==> src/rtl/cpu_pkg.sv <==
// Shared CPU constants and loader state encoding.
// Latency: none (declarations only).
// Backpressure: n/a.
//
// Contents:
//   DATA_W  - instruction word width (register-file write data)
//   ADDR_W  - register-file address width
//   DEPTH   - register-file depth, and therefore the longest loadable program
//   MAX_LEN - largest legal value of the stream's length byte
//   ld_state_t - program loader state machine encoding
package cpu_pkg;

   localparam int DATA_W  = 15;
   localparam int ADDR_W  = 3;
   localparam int DEPTH   = 2 ** ADDR_W;
   localparam int MAX_LEN = DEPTH;

   // IDLE  : waiting for the first start after reset
   // LEN   : expecting the length byte
   // LO/HI : expecting the low / high byte of the current word
   // WRITE : one-cycle register-file write of the assembled word
   // RUN   : program loaded, CPU released
   // ERR   : bad length or bad high byte, CPU held
   typedef enum logic [2:0] {
      LD_IDLE  = 3'd0,
      LD_LEN   = 3'd1,
      LD_LO    = 3'd2,
      LD_HI    = 3'd3,
      LD_WRITE = 3'd4,
      LD_RUN   = 3'd5,
      LD_ERR   = 3'd6
   } ld_state_t;

endpackage

==> src/rtl/cpu_loader.sv <==
// Program loader: turns a host byte stream into register-file writes, then releases the CPU.
// Latency: high byte accepted at edge N -> WE in cycle N+1; last WE -> PC_en the cycle after.
// Backpressure: in_ready is decoded from state only; bytes offered while in_ready=0 stay with the host.
//
// Ports:
//   clk, rst          - rising-edge clock, asynchronous active-high reset
//   start             - one-cycle load request, honoured in IDLE/RUN/ERR only
//   in_valid, in_data - host byte stream (length byte, then low/high byte pairs)
//   in_ready          - loader consumes in_data on this cycle's edge if in_valid
//   WA, WD, WE        - register-file write port, one WE pulse per word
//   PC_en             - CPU run enable, high only after a complete, clean load
//   busy              - load in progress (LEN/LO/HI/WRITE)
//   err               - framing/length error, held until the next start
module cpu_loader
   import cpu_pkg::*;
(
   input  logic              clk,
   input  logic              rst,
   input  logic              start,
   input  logic              in_valid,
   input  logic [7:0]        in_data,
   output logic              in_ready,
   output logic [ADDR_W-1:0] WA,
   output logic [DATA_W-1:0] WD,
   output logic              WE,
   output logic              PC_en,
   output logic              busy,
   output logic              err
);

   // The high byte carries the top DATA_W-8 bits; its bit 7 is a framing bit.
   localparam int HI_W = DATA_W - 8;
   localparam logic [7:0] LEN_MAX = 8'(MAX_LEN);

   ld_state_t state;
   ld_state_t state_nxt;

   logic [ADDR_W-1:0] word_cnt;   // address of the word being assembled
   logic [ADDR_W-1:0] last_idx;   // L-1, so the counter never has to reach L
   logic [7:0]        lo_byte;
   logic [HI_W-1:0]   hi_bits;

   logic xfer;
   logic len_bad;
   logic hi_bad;
   logic last_word;

   assign xfer      = in_valid && in_ready;
   assign len_bad   = (in_data == 8'd0) || (in_data > LEN_MAX);
   assign hi_bad    = in_data[7];
   assign last_word = (word_cnt == last_idx);

   // ------------------------------------------------------------------
   // State register
   // ------------------------------------------------------------------
   always_ff @(posedge clk or posedge rst) begin
      if (rst) begin
         state <= LD_IDLE;
      end else begin
         state <= state_nxt;
      end
   end

   // ------------------------------------------------------------------
   // Next-state logic
   // ------------------------------------------------------------------
   always_comb begin
      state_nxt = state;
      unique case (state)
         LD_IDLE: begin
            // A byte offered alongside start is not consumed: in_ready is
            // low in IDLE, so it is taken as the length byte in LEN.
            if (start) state_nxt = LD_LEN;
         end
         LD_LEN: begin
            if (xfer) state_nxt = len_bad ? LD_ERR : LD_LO;
         end
         LD_LO: begin
            if (xfer) state_nxt = LD_HI;
         end
         LD_HI: begin
            if (xfer) state_nxt = hi_bad ? LD_ERR : LD_WRITE;
         end
         LD_WRITE: begin
            state_nxt = last_word ? LD_RUN : LD_LO;
         end
         LD_RUN, LD_ERR: begin
            // Leaving RUN drops PC_en; leaving ERR clears err.
            if (start) state_nxt = LD_LEN;
         end
         default: begin
            state_nxt = LD_IDLE;
         end
      endcase
   end

   // ------------------------------------------------------------------
   // Word assembly and address counter
   // ------------------------------------------------------------------
   always_ff @(posedge clk or posedge rst) begin
      if (rst) begin
         word_cnt <= '0;
         last_idx <= '0;
         lo_byte  <= '0;
         hi_bits  <= '0;
      end else begin
         case (state)
            LD_LEN: begin
               if (xfer && !len_bad) begin
                  // L is in 1..DEPTH here, so L-1 always fits in ADDR_W.
                  last_idx <= ADDR_W'(in_data - 8'd1);
                  word_cnt <= '0;
               end
            end
            LD_LO: begin
               if (xfer) lo_byte <= in_data;
            end
            LD_HI: begin
               if (xfer && !hi_bad) hi_bits <= in_data[HI_W-1:0];
            end
            LD_WRITE: begin
               // Hold at the last address; the counter never wraps.
               if (!last_word) word_cnt <= word_cnt + ADDR_W'(1);
            end
            default: begin
            end
         endcase
      end
   end

   // ------------------------------------------------------------------
   // Outputs: decoded from the state register only
   // ------------------------------------------------------------------
   always_comb begin
      in_ready = 1'b0;
      WE       = 1'b0;
      PC_en    = 1'b0;
      busy     = 1'b0;
      err      = 1'b0;
      case (state)
         LD_LEN, LD_LO, LD_HI: begin
            in_ready = 1'b1;
            busy     = 1'b1;
         end
         LD_WRITE: begin
            WE   = 1'b1;
            busy = 1'b1;
         end
         LD_RUN: begin
            PC_en = 1'b1;
         end
         LD_ERR: begin
            err = 1'b1;
         end
         default: begin
         end
      endcase
   end

   assign WA = word_cnt;
   assign WD = {hi_bits, lo_byte};

endmodule
==> config.mk <==
export PLATFORM = sky130hd
export DESIGN_NAME = cpu_loader
export DESIGN_NICKNAME = d
export VERILOG_FILES = /design/src/rtl/cpu_pkg.sv /design/src/rtl/cpu_loader.sv
export SDC_FILE = /design/constraint.sdc
export NUM_CORES = 1
export LEC_CHECK = 0
export ABC_AREA = 1
export BUFFER_PORTS_ARGS = -buffer_cell sky130_fd_sc_hd__buf_4
export CAP_MARGIN = 25
export CELL_PAD_IN_SITES_DETAIL_PLACEMENT = 1
export CELL_PAD_IN_SITES_GLOBAL_PLACEMENT = 2
export CORE_MARGIN = 2
export CORE_UTILIZATION = 28
export DETAILED_ROUTE_END_ITERATION = 7
export GPL_ROUTABILITY_DRIVEN = 0
export PLACE_DENSITY_LB_ADDON = 0.1
export SLEW_MARGIN = 15
export SYNTH_ARGS = -nofsm -noshare
export SYNTH_HDL_FRONTEND = slang
export SYNTH_SLANG_ARGS = --single-unit
==> constraint.sdc <==
create_clock -name clk -period 1.7 [get_ports clk]
set_input_delay 0.255 -clock clk [delete_from_list [all_inputs] [get_ports clk]]
set_output_delay 0.255 -clock clk [all_outputs]
set_load 0.02 [all_outputs]
Word-level counts from Yosys, hierarchy flattened
Index checks and enable logic that the tools add are counted.
Cells by class
  eq/ne operators: 13
  add/sub/neg operators: 2
  bitwise logic cells: 0
  shift-type cells: 0
  $lt $le $gt $ge: 1
  multipliers: 0
  div/mod/pow operators: 0
  reductions and logical operators: 17
  multiplexer cells: 16
Operators with widths (count)
  $mux 3: 8
  $pmux 3 s5: 1
  $ne 2x2->1 const B: 5
  $eq 3x3->1 const B: 3
  $gt 8x4->1 const B: 1
  $logic_not 8->1: 1
  $eq 3x2->1 const B: 2
  $pmux 3 s2: 1
  $reduce_and 2->1: 3
  $reduce_or 3->1: 2
  $mux 1: 5
  $reduce_and 4->1: 1
  $reduce_or 4->1: 1
  $add 3x1->3 const B: 1
  $eq 3x1->1 const B: 1
  $eq 3x3->1: 1
  $logic_and 1x1->1: 3
  $logic_not 3->1: 1
  $reduce_and 3->1: 1
  $sub 3x1->3 const B: 1
  $logic_not 1->1: 2
  $mux 2: 1
  $ne 2x1->1 const B: 1
  $reduce_bool 2->1: 1
  $logic_or 1x1->1: 1
Storage, ports and cells
  flip-flop bits (word level): 24
  bits in read-only memories: 0
  input port bits: 12
  bits in latches: 0
  RAM bits: 0
  output and inout port bits: 23
  word-level logic and storage cells: 54
  memories: 0

Depth between registers and ports, before layout
  depth in word-level cells: 7
  mapped depth: 9
  mapped depth without buffers: 9

Least setup slack after synthesis
No wires, ideal clock.
  path kind: register to register
  from: register state[0]
  to: register state[0]
  data arrival time: 1.306 ns
  cell stages (with the launch flop): 9
  required time: 1.582 ns
  path slack: 0.276 ns
  path buffers: 1
  path through: dfrtp_1 clkbuf_2 nor2_1 nor2_1 nand2_1 nand2_1 inv_1 nand3_1 nand2_1
On the way
  word-level cells in the longest chain between the ends: 6
  elaborated cells between the ends (all ways): 17
  those cells by class: eq/ne (10); mux (2); reduce/logical (5)
RTL lines
  start, declared: RTL line cpu_loader.sv:35  | ld_state_t state;
  start signal, assigned: RTL line cpu_loader.sv:60  | state <= state_nxt;
  $eq 3x2->1 or $eq 3x1->1 (tied branches): RTL line cpu_loader.sv:140  | case (state)
  $reduce_or 3->1 (*)
  $mux 1 (*): RTL line cpu_loader.sv:140
  net in_ready: RTL line cpu_loader.sv:22  | output logic in_ready,
  $logic_and 1x1->1 (*): RTL line cpu_loader.sv:48  | assign xfer = in_valid && in_ready;
  $ne 2x2->1 (no source line)
  $reduce_and 4->1 (no source line) (*)
Mark *: on every way through the listed nets, which the timed path passes. The rest lies on a longest branch.
A chain may end at the register's enable or synchronous reset.

Final worst setup path
  from: register state[0]
  to: output port busy
On the way
  word-level cells in the longest chain between the ends: 3
  elaborated cells between the ends (all ways): 6
  those cells by class: eq/ne (4); mux (1); reduce/logical (1)
RTL lines
  $eq 3x3->1 (tied with other cells): RTL line cpu_loader.sv:140
  $reduce_or 4->1 (no source line) (*)
  $mux 1 (*): RTL line cpu_loader.sv:140
  end, declared: RTL line cpu_loader.sv:27  | output logic busy,
Mark *: on every way between the ends. The rest lies on a longest branch, timed or not.

==> impl_metrics.yaml <==
run_status:
  status: "finished clean"
final_layout:
  n_antenna_cell: 0
  fillers: 516
  layout_commonest_cell: "nand2_1"
  nets: 213
  multi_input_area_um2: 519
  layout-drive-gt1-share_pct: 29.4
  final_cell_mix: "nand2_1 (48), buf_4 (43), dfrtp_1 (21), inv_1 (21), o21ai_0 (21)"
  regArea_um2: 604
  area_delta_synth_final_pct: 37.4
  final_cell_count_no_fill: 247
cts:
  clkSinkCount: 24
  clock_path_buffers: 2
  cts_tree: "built"
  clk_pin_slew_worst_paths_ns: 0.09
  h-tree-depth: 1
  clk_latency_ns: 0.27
  cts-buffers-inserted: 3
  cts_root_buf: "clkbuf_8"
logic_synthesis:
  synth_seq_area_share_pct: 49.5
  ys_warn_count: 0
  avgSynthCellArea_um2: 7.87
  ys_seq_elements: 24
  ys_async_sr_fraction_pct: 100
  ys.flop_type: "dfrtp_1"
  syn-instance-count: 154
  synth_edf_count: 0
  synthDistinctLibCells: 19
  syn-cell-area_um2: 1210
  syn_nets: 169
routing:
  dr_total_vias: 1137
  viasPerCell: 4.60
  drtAntennaViolNets: 0
  drc: 0
  wire_per_inst_um: 13.0
  first_iter_violations: 24
  routed_wl_um: 3210
  dr.pass1.iters: 4
worst_setup_path:
  critPathMaxFanout: 4
  critical_path_arrival_ns: 1.39
  crit_required_ns: 1.44
  worstSetupPathType: "reg -> out"
  worstSetupStartpointType: "flip-flop"
  cp-end-kind: "output pin"
floorplan:
  core-area_um2: 4090
  die_y_um: 69.8
  row_count: 23
  initial_core_util_pct: 29.7
  die_w_um: 69.8
  ios: 35
  die_area_um2: 4870
sta:
  setup-tns-final_ns: 0
  rsz0062_at_grt: "false"
  worstMarginPinSlew_ns: 0.320
  setup_violations: 0
  slew_headroom_pct: 78.7
  final_hold_viol_count: 0
  layout_setup_ws_ns: 0.0591
  final_max_slew_viol_count: 0
  fin_crit_ns: 1.64
  fmax_ghz: 0.609
  finalCritPeriodShare_pct: 96.5
  skew_ns: 0.00493
placement:
  numPlacedInstances: 237
  post-dp-hpwl_um: 2340
  post-place-ws_ns: 0.239
  io_buffers: 34
global_route:
  antenna_found_initial: 0
  grt_overflow: 0
  grt_pass1_wl_um: 5630
  grt_use_total_pct: 14.1
  grt_pass1_vias: 1247
  grt_max_degree: 25
flow_run:
  drv_cap: 0
power_and_ir_drop:
  p_leak_nw: 0.919
  finalPower_w: 0.00325
  vdd_ir_drop_max_uv: 591
  power_density_nw_per_um2: 1950
hold_path:
  min_path_type: "in -> async"
worst max-delay path: stages, from the launching register on:
cell and delay [ns]:
dfrtp_2 0.46, nor2_4 0.14, nor2_2 0.06, or2_2 0.30, buf_4 0.16
flip-flops by register name (all words and copies together) (netlist names):
signal,flops
state,3
lo_byte,8
WA,3
last_idx,3
hi_bits,7
cell usage after synthesis (2+ instances only):
cell,number,area share [%]
inv_1,21,6.5
nand3_1,12,5.0
nand2_1,48,15
xnor2_1,2,1.4
ha_1,3,3.1
dfrtp_1,24,50
buf_2,3,1.2
o21ai_0,21,8.7
nand4_1,2,1.0
nor2_1,9,2.8
area by class of cell:
| cell class | count | share of cell area (%) |
|---|---|---|
| sequential | 24 | 36.3 |
| multi-input combinational | 104 | 31.2 |
| timing repair buffer | 43 | 19.4 |
| inverter | 22 | 5.11 |
| tap | 50 | 3.76 |
| clock buffer | 3 | 2.48 |
| clock inverter | 1 | 1.80 |
worst paths after layout:
kind	from	slack, ns	cells past startpoint	to
min in group clk	in_data[0]	0.18	2	last_idx[0]$_DFFE_PP0P_
setup / recovery	state[0]$_DFFE_PP0P_	0.06	4	busy
hold reg to reg	lo_byte[4]$_DFFE_PP0P_	0.50	2	lo_byte[4]$_DFFE_PP0P_
max in group asynchronous	rst	1.41	3	state[0]$_DFFE_PP0P_
hold / removal	rst	0.02	3	lo_byte[2]$_DFFE_PP0P_
setup reg to reg	state[1]$_DFFE_PP0P_	0.19	7	last_idx[2]$_DFFE_PP0P_
power by group:
part | total, W | leakage, nW | internal [W] | switching (W)
registers | 0.00106 | 0.302 | 0.000827 | 0.000230
clock network | 0.000517 | 0.0357 | 0.000315 | 0.000201
logic | 0.00167 | 0.581 | 0.000715 | 0.000959
total | 0.00325 | 0.919 | 0.00186 | 0.00139
through the flow:
step | utilization (%) | instance area (um^2) | hold WS (ns)
2_1_floorplan | - | 1210 | 0.270
3_3_place_gp | 37.5 | 1530 | 0.333
3_5_place_dp | 37.5 | 1530 | 0.337
4_1_cts | 39.9 | 1630 | 0.0359
5_1_grt | 40.8 | 1670 | 0.0355
6_report | 40.8 | 1670 | 0.0198
layer usage:
layer  vias up  global-route usage (%)  part of all wire, %
met5         -                       0                    0
met4         0                    4.49                  1.2
met3         4                    3.49                  4.3
met2        20                    24.3                   49
met1       541                    17.2                   45
li1        572                       -                    -
kinds of logic (layout without fill, tap and decap cells):
family                     Yosys count  count (layout)  share of synthesized area, %
and+or+nand+nor                     77              77                          28.4
buffers and inverters               26              69                          8.46
DFF                                 24              24                          49.5
AOI/OAI and AO/OA                   22              22                          9.08
adders and majority gates            3               3                          3.10
xor gates and xnor gates             2               2                          1.45
timing repair:
item                                    CTS  global route
resized for setup                         3             4
endpoints found under the setup margin    1             1
pin swaps                                 0             2
hold buffers                              0             0
buffers inserted                          3             3
Power figures use the tool's default switching activity.
